### src/rtl/ssd_pkg.sv
// Shared encodings for the seven-segment BCD display path: converter states,
// active-low segment codes {a..g} and active-low anode patterns.
package ssd_pkg;

    typedef enum logic [1:0] {
        IDLE  = 2'd0,
        SHIFT = 2'd1,
        LATCH = 2'd2
    } state_t;

    localparam logic [6:0] SEG_0   = 7'b0000001;
    localparam logic [6:0] SEG_1   = 7'b1001111;
    localparam logic [6:0] SEG_2   = 7'b0010010;
    localparam logic [6:0] SEG_3   = 7'b0000110;
    localparam logic [6:0] SEG_4   = 7'b1001100;
    localparam logic [6:0] SEG_5   = 7'b0100100;
    localparam logic [6:0] SEG_6   = 7'b0100000;
    localparam logic [6:0] SEG_7   = 7'b0001111;
    localparam logic [6:0] SEG_8   = 7'b0000000;
    localparam logic [6:0] SEG_9   = 7'b0000100;
    localparam logic [6:0] SEG_OFF = 7'b1111111;

    localparam logic [3:0] AN_THOU = 4'b0111;
    localparam logic [3:0] AN_HUND = 4'b1011;
    localparam logic [3:0] AN_TENS = 4'b1101;
    localparam logic [3:0] AN_ONES = 4'b1110;
    localparam logic [3:0] AN_OFF  = 4'b1111;

    function automatic logic [6:0] seg_decode(input logic [3:0] d);
        logic [6:0] s;
        case (d)
            4'd0:    s = SEG_0;
            4'd1:    s = SEG_1;
            4'd2:    s = SEG_2;
            4'd3:    s = SEG_3;
            4'd4:    s = SEG_4;
            4'd5:    s = SEG_5;
            4'd6:    s = SEG_6;
            4'd7:    s = SEG_7;
            4'd8:    s = SEG_8;
            4'd9:    s = SEG_9;
            default: s = SEG_OFF;
        endcase
        return s;
    endfunction

    // Double-dabble correction: any nibble >= 5 gets +3 before the shift.
    function automatic logic [15:0] dd_adjust(input logic [15:0] b);
        logic [15:0] r;
        r = b;
        for (int i = 0; i < 4; i++) begin
            if (b[4*i +: 4] >= 4'd5) r[4*i +: 4] = b[4*i +: 4] + 4'd3;
        end
        return r;
    endfunction

endpackage

### src/rtl/bin2bcd_seq.sv
// Sequential double-dabble binary-to-BCD converter, one bit per clock.
// Free-running: re-samples bin every DATA_W+2 cycles and presents whole results only.
//
//   state | meaning
//   ------+-----------------------------------------------------------
//   IDLE  | capture bin, clear accumulator, load iteration down-counter
//   SHIFT | one adjust+shift iteration per cycle until counter hits 0
//   LATCH | publish accumulator to bcd, pulse valid
module bin2bcd_seq
    import ssd_pkg::*;
#(
    parameter int DATA_W = 13
) (
    input  logic              clk,
    input  logic              rst,
    input  logic [DATA_W-1:0] bin,
    output logic [15:0]       bcd,
    output logic              valid
);

    localparam int CNT_W = (DATA_W > 1) ? $clog2(DATA_W) : 1;
    localparam logic [CNT_W-1:0] ITER_LAST = CNT_W'(DATA_W - 1);

    state_t            r_state;
    logic [DATA_W-1:0] r_shift;
    logic [15:0]       r_acc;
    logic [CNT_W-1:0]  r_cnt;
    logic [15:0]       r_bcd;
    logic              r_valid;

    logic [15:0] w_adj;
    logic [15:0] w_acc_next;

    assign w_adj      = dd_adjust(r_acc);
    assign w_acc_next = {w_adj[14:0], r_shift[DATA_W-1]};

    always_ff @(posedge clk) begin
        if (rst) begin
            r_state <= IDLE;
            r_shift <= '0;
            r_acc   <= '0;
            r_cnt   <= '0;
            r_bcd   <= '0;
            r_valid <= 1'b0;
        end else begin
            r_valid <= 1'b0;
            case (r_state)
                IDLE: begin
                    r_shift <= bin;
                    r_acc   <= '0;
                    r_cnt   <= ITER_LAST;
                    r_state <= SHIFT;
                end
                SHIFT: begin
                    r_acc   <= w_acc_next;
                    r_shift <= r_shift << 1;
                    r_cnt   <= r_cnt - CNT_W'(1);
                    if (r_cnt == '0) r_state <= LATCH;
                end
                LATCH: begin
                    r_bcd   <= r_acc;
                    r_valid <= 1'b1;
                    r_state <= IDLE;
                end
                default: r_state <= IDLE;
            endcase
        end
    end

    assign bcd   = r_bcd;
    assign valid = r_valid;

endmodule

### src/rtl/ssd_bcd_driver.sv
// Four-digit common-anode seven-segment driver: converts a binary value to BCD
// and time-multiplexes the digits with registered active-low anode/segment outputs.
module ssd_bcd_driver
    import ssd_pkg::*;
#(
    parameter int DATA_W       = 13,
    parameter int REFRESH_BITS = 18,
    parameter int BLANK_LZ     = 0
) (
    input  logic              clk,
    input  logic              rst,
    input  logic [DATA_W-1:0] value,
    output logic              bcd_valid,
    output logic [3:0]        Anode,
    output logic [6:0]        Seven_Seg_Out
);

    logic [REFRESH_BITS-1:0] r_refresh;
    logic [3:0]              r_anode;
    logic [6:0]              r_seg;

    logic [15:0] w_bcd;
    logic        w_valid;
    logic [1:0]  w_sel;
    logic [3:0]  w_digit;
    logic [3:0]  w_anode;
    logic        w_blank;
    logic [6:0]  w_seg;
    logic        w_thou_z;
    logic        w_hund_z;
    logic        w_tens_z;

    bin2bcd_seq #(
        .DATA_W (DATA_W)
    ) u_bin2bcd (
        .clk   (clk),
        .rst   (rst),
        .bin   (value),
        .bcd   (w_bcd),
        .valid (w_valid)
    );

    assign w_sel    = r_refresh[REFRESH_BITS-1 -: 2];
    assign w_thou_z = (w_bcd[15:12] == 4'd0);
    assign w_hund_z = (w_bcd[11:8]  == 4'd0);
    assign w_tens_z = (w_bcd[7:4]   == 4'd0);

    always_comb begin
        w_digit = w_bcd[3:0];
        w_anode = AN_ONES;
        w_blank = 1'b0;
        case (w_sel)
            2'd0: begin
                w_digit = w_bcd[15:12];
                w_anode = AN_THOU;
                w_blank = w_thou_z;
            end
            2'd1: begin
                w_digit = w_bcd[11:8];
                w_anode = AN_HUND;
                w_blank = w_thou_z & w_hund_z;
            end
            2'd2: begin
                w_digit = w_bcd[7:4];
                w_anode = AN_TENS;
                w_blank = w_thou_z & w_hund_z & w_tens_z;
            end
            default: begin
                w_digit = w_bcd[3:0];
                w_anode = AN_ONES;
                w_blank = 1'b0;
            end
        endcase
    end

    // Blanking only darkens segments; the anode keeps scanning so brightness stays even.
    assign w_seg = ((BLANK_LZ != 0) && w_blank) ? SEG_OFF : seg_decode(w_digit);

    always_ff @(posedge clk) begin
        if (rst) begin
            r_refresh <= '0;
            r_anode   <= AN_OFF;
            r_seg     <= SEG_OFF;
        end else begin
            r_refresh <= r_refresh + REFRESH_BITS'(1);
            r_anode   <= w_anode;
            r_seg     <= w_seg;
        end
    end

    assign bcd_valid     = w_valid;
    assign Anode         = r_anode;
    assign Seven_Seg_Out = r_seg;

endmodule
### config.mk
export PLATFORM = sky130hd
export DESIGN_NAME = ssd_bcd_driver
export DESIGN_NICKNAME = d
export VERILOG_FILES = /design/src/rtl/ssd_pkg.sv /design/src/rtl/bin2bcd_seq.sv /design/src/rtl/ssd_bcd_driver.sv
export SDC_FILE = /design/constraint.sdc
export NUM_CORES = 1
export LEC_CHECK = 0
export ABC_AREA = 1
export ABC_CLOCK_PERIOD_IN_PS = 1700
export BUFFER_PORTS_ARGS = -buffer_cell sky130_fd_sc_hd__buf_2
export CAP_MARGIN = 20
export CORE_UTILIZATION = 40
export DETAILED_ROUTE_END_ITERATION = 16
export PLACE_DENSITY = 0.58
export RECOVER_POWER = 100
export SYNTH_ARGS = -nofsm -noshare
export SYNTH_HDL_FRONTEND = slang
export SYNTH_SLANG_ARGS = --single-unit
### constraint.sdc
create_clock -name clk -period 1.7 [get_ports clk]
set_input_delay 0.425 -clock clk [delete_from_list [all_inputs] [get_ports clk]]
set_output_delay 0.425 -clock clk [all_outputs]
set_load 0.02 [all_outputs]
## Word level (Yosys, flattened, before mapping)

Memory sizes are Yosys's and may differ from the RTL's. A register that Yosys moved wholly into a read port is not among the register bits.
Index checks and enable logic that the tools add are counted.

- Add/sub/neg operators: 6
- Reductions and logical operators: 4
- $lt $le $gt $ge: 4
- Muxes and demuxes: 12
- Equal/unequal tests: 5

Operators by type and width:

| kind | count |
|---|---|
| $pmux W16 S2 | 1 |
| $pmux W13 S2 | 1 |
| $pmux W4 S3 | 2 |
| $add A18 B1 Y18 const B | 1 |
| $ge A4 B3 Y1 const B | 4 |
| $add A4 B2 Y4 const B | 3 |
| $mux W4 | 3 |
| $pmux W4 S2 | 1 |
| $eq A2 B1 Y1 const B | 2 |
| $eq A2 B2 Y1 const B | 2 |
| $logic_not A2 Y1 | 2 |
| $logic_not A4 Y1 | 1 |
| $pmux W2 S2 | 1 |
| $sub A4 B1 Y4 const B | 1 |
| $add A3 B2 Y3 const B | 1 |
| $mux W3 | 1 |
| $mux W2 | 1 |
| $ne A2 B1 Y1 const B | 1 |
| $reduce_bool A2 Y1 | 1 |
| $mux W1 | 1 |

- Memories kept: 1
- Output and inout port bits: 12
- Input bits: 15
- ROM bits: 112
- Word-level logic and storage cells: 40
- Register bits after elaboration: 74

Memories:

| memory | depth | width | read ports | clocked after memory_dff | write ports | RTL line | source |
|---|---|---|---|---|---|---|---|
| (no name shown) | 16 | 7 | 1 | 1 | 0 | ssd_pkg.sv:31 | `case (d)` |

## Longest topological paths before layout

- Depth in word-level cells: 3
- Mapped depth: 12
- Mapped depth without buffers: 11

## Hierarchy

A second synthesis with hierarchy kept.

- Cells, all modules: 514
- Area, all modules: 3753.6 um2

By module, submodules not included:

| module | seq. area each (um2) | cells an instance | area an instance (um2) | instances |
|---|---|---|---|---|
| bin2bcd_seq | 1041.0 | 316 | 2328.5 | 1 |
| ssd_bcd_driver | 580.6 | 198 | 1425.1 | 1 |

## Worst setup path after synthesis

OpenSTA, ideal clock, no wires.

- Path type: reg2reg
- From: register r_refresh[16]
- To: register r_seg[3] (netlist: Seven_Seg_Out[3])
- Stages on the path, launching flop included: 10
- Path buffers: 1
- Path slack: 0.093 ns
- Period minus slack after synthesis: 1.607 ns
- Arrival time: 1.486 ns
- Path through: dfxtp_1 -> buf_2 -> nand2_2 -> or2_1 -> nand2_2 -> inv_1 -> ha_1 -> nand3b_1 -> nand3_1 -> nand2_1

- Word-level cells in the longest chain between the ends: 2

RTL lines:

| element | RTL line | source |
|---|---|---|
| start: declaration | ssd_bcd_driver.sv:18 | `logic [REFRESH_BITS-1:0] r_refresh;` |
| start signal: assignment | ssd_bcd_driver.sv:85 | `r_refresh <= r_refresh + REFRESH_BITS'(1);` |
| $eq A2 B2 Y1, or another cell as far along | ssd_bcd_driver.sv:52 | `case (w_sel)` |
| $pmux W4 S3 (*) | ssd_bcd_driver.sv:52 |  |
| end: declaration | ssd_bcd_driver.sv:20 | `logic [6:0] r_seg;` |

Mark *: on every way between the ends. The rest lies on a longest branch, timed or not.
A chain may end at the register's enable or synchronous reset.

## Final worst setup path

- From: input port rst
- To: register u_bin2bcd.r_shift[12]

RTL lines:

| element | RTL line | source |
|---|---|---|
| start: declaration | ssd_bcd_driver.sv:11 | `input logic rst,` |
| end signal: assignment | bin2bcd_seq.sv:49 | `r_shift <= bin;` |
| end signal: assignment | bin2bcd_seq.sv:56 | `r_shift <= r_shift << 1;` |
| end: declaration | bin2bcd_seq.sv:25 | `logic [DATA_W-1:0] r_shift;` |

No word-level cell between the ends.

==> flow_summary.toml <==
[global_routing]
grt_pass1_vias = 2919
antenna_found_initial = 0
grt_start_max_net_pins = 42
grt_pass1_wl_um = 13190
gr-total-overflow = 0
track_usage = 0.1669

[power_and_ir_drop]
power_density_mw_per_mm2 = 888.1
vdd_drop_max_v = 0.0003695
p_leak_nw = 1.697

[layout]
finalInstanceArea_sq_mm = 0.004130
n_antenna_cell = 0
nets = 559
post-route-util = 0.4668
fillers = 906
drive_gt1_frac = 0.1032
syn_to_final_growth_pct = 11.90
multi_input_area_sq_mm = 0.001734
seq_area_sq_mm = 0.001627

[sta]
period_minus_slack_ps = 1550
hold_viol_final = 0
setup_viol = 0
tightest_slew_ps = 849.8
max_freq_ghz = 0.6452
fin_tns_setup_ps = 0
worst_slack_ps = 150.1
fin_crit_sh = 0.9117
drv_slew = 0
skew_ps = 9.054
max_slew_margin = 0.4335
grt_setup_unrepaired = "false"

[logic_synthesis]
synthCells = 498
syn_area_per_cell_sq_um = 7.412
syn_nets = 528
synthFlopType = "dfxtp_1"
synth_common_cells = "116 x nand2_1, 81 x dfxtp_1, 63 x inv_1"
synth-seq-cells = 81
synth_top_area_frac = 0.4393
synth_edf_count = 0
yosys_warnings = 0
synth.distinct_cells = 36
yosys.area.top_type = "dfxtp_1"
ys_top_cells_by_area = "dfxtp_1 44%, nand2_1 12%, nand3_1 6.5%, inv_1 6.4%, o21ai_0 5.7%"
ys_seq_area_frac = 0.4393
syn_area_sq_mm = 0.003691
yosysMostFrequentCell = "nand2_1"
async_flop_share = 0

[placement]
dpl.hpwl_um = 5215
gp_congestion = 0.7996
place_ws_ps = 38.73
io_buffers = 26
placed_area_sq_mm = 0.003988

[critical_path]
endpoint_kind = "flop"
slowest_stage = "clkbuf_1"
criticalPathCategory = "in -> reg"
rrSetupSlack_ps = 150
cp.required_ps = 1900
arrival_ps = 1750
cp-start-kind = "primary input"
worstPathCellList = "buf_2, clkbuf_2, clkbuf_1, a21oi_1"
cpPeakStageDelay_ps = 650
rr_endpoint = "Seven_Seg_Out[3]"
crit_path_end = "u_bin2bcd.r_shift[12]"
r2r_start = "r_refresh[17]"
crit_path_max_fanout = 16
cp-startpoint = "rst"
r2r_cells = 9

[hold_path]
hold_path_class = "in -> reg"
hp-start = "value[0]"

[detailed_routing]
drcViolationCount = 4
routed_wl_um = 7452
ant_nets = 0
drtIter0Drc = 115
drt-wirelength-per-cell_um = 11.63
vias_per_cell = 4.925
first_pass_iters = 10
num_vias = 3157

[run]
max_cap_violations = 0

[clocking]
numCtsBuffers = 9
clock_sinks = 81
clock_latency_ps = 350
cts_tree = "built"
htree_levels = 3
cts_root_buf = "clkbuf_8"
clockBufferDepth = 2
clk_pin_slew_worst_paths_ps = 80

[floorplan]
io-pin-count = 27
initial_core_util = 0.4171
die_h_um = 98.06
core_area_sq_mm = 0.008848
die_x_um = 98.06
rows = 34
fp.dieArea_sq_mm = 0.009616

[run_status]
outcome = "finished with violations"
violations = "DRC"
==> sequential cells by signal, summed over array words and instances, names as in the netlist <==
name and count:
u_bin2bcd.r_state 2, u_bin2bcd.bcd 16, Anode 4, Seven_Seg_Out 7, u_bin2bcd.r_cnt 4, r_refresh 18
u_bin2bcd.r_acc 16, u_bin2bcd.r_shift 13, u_bin2bcd.valid 1
==> how the worst min path moves through the flow <==
| stage | to | slack (ps) | cells after the start |
|---|---|---|---|
| 2_1_floorplan | r_refresh[0] | 420 | 1 |
| 3_3_place_gp | r_refresh[0] | 430 | 1 |
| 3_5_place_dp | r_refresh[0] | 440 | 1 |
| 4_1_cts | u_bin2bcd.r_shift[3] | 310 | 3 |
| 5_1_grt | u_bin2bcd.r_shift[10] | 330 | 3 |
| 6_report | u_bin2bcd.r_shift[0] | 330 | 3 |
==> repair_timing <==
item | CTS | global route
buffers inserted | 0 | 0
gates resized for setup | 0 | 4
hold buffers | 0 | 0
endpoints found under the setup margin | 0 | 6
==> cell families (layout without fill, tap and decap cells) <==
family                   Yosys count  count (layout)  share of synthesized area
flip-flops                        81              81                     0.4393
buffers and inverters             84             119                    0.08949
adder cells (fa/ha/maj)           15              15                    0.05085
AND/OR/NAND/NOR                  223             223                     0.2742
XOR/XNOR                           4               4                   0.009491
AO/OA/AOI/OAI                     91              91                     0.1366
==> layout by cell type, fill, tap and decap left out, types with 14 or more instances in the layout <==
cell,instances
clkbuf_1,15
ha_1,15
o21ai_0,42
inv_1,63
nand3_1,48
dfxtp_1,79
nand2_1,116
nor2_1,24
a21oi_1,32
buf_2,14
==> critical path: cells and delay by family <==
kind                   cells  cell delay [ps]
AO/OA/AOI/OAI              1               90
buffers and inverters      3             1220
==> metrics by stage <==
step	power [mW]	cells	hold slack, ps
after floorplan	2.248	498	417.3
after global placement	2.332	626	432.0
after detailed placement	2.337	626	444.1
after CTS	3.749	641	312.1
after global routing	3.851	641	326.5
final	3.668	641	325.2
==> layer usage <==
metal,track usage,share of wire,vias to the layer above
met3,0.04510,0.041,7
met1,0.2157,0.50,1407
met2,0.2736,0.45,50
met5,0,0,-
li1,-,-,1693
met4,0.04545,0.0098,0
==> area by class of cell <==
| type | count | area share |
|---|---|---|
| Tap cell | 108 | 0.03272 |
| Inverter | 67 | 0.06150 |
| Multi-Input combinational cell | 333 | 0.4199 |
| Timing Repair Buffer | 37 | 0.04484 |
| Clock inverter | 3 | 0.009694 |
| Sequential cell | 81 | 0.3938 |
| Clock buffer | 12 | 0.03756 |
==> power by group <==
group	internal (mW)	leakage [nW]	switching, mW
clock	0.747	0.102	0.646
combinational	0.0877	0.933	0.200
sequential	1.96	0.661	0.0301
No activity file was read; power rests on OpenSTA's default activity.
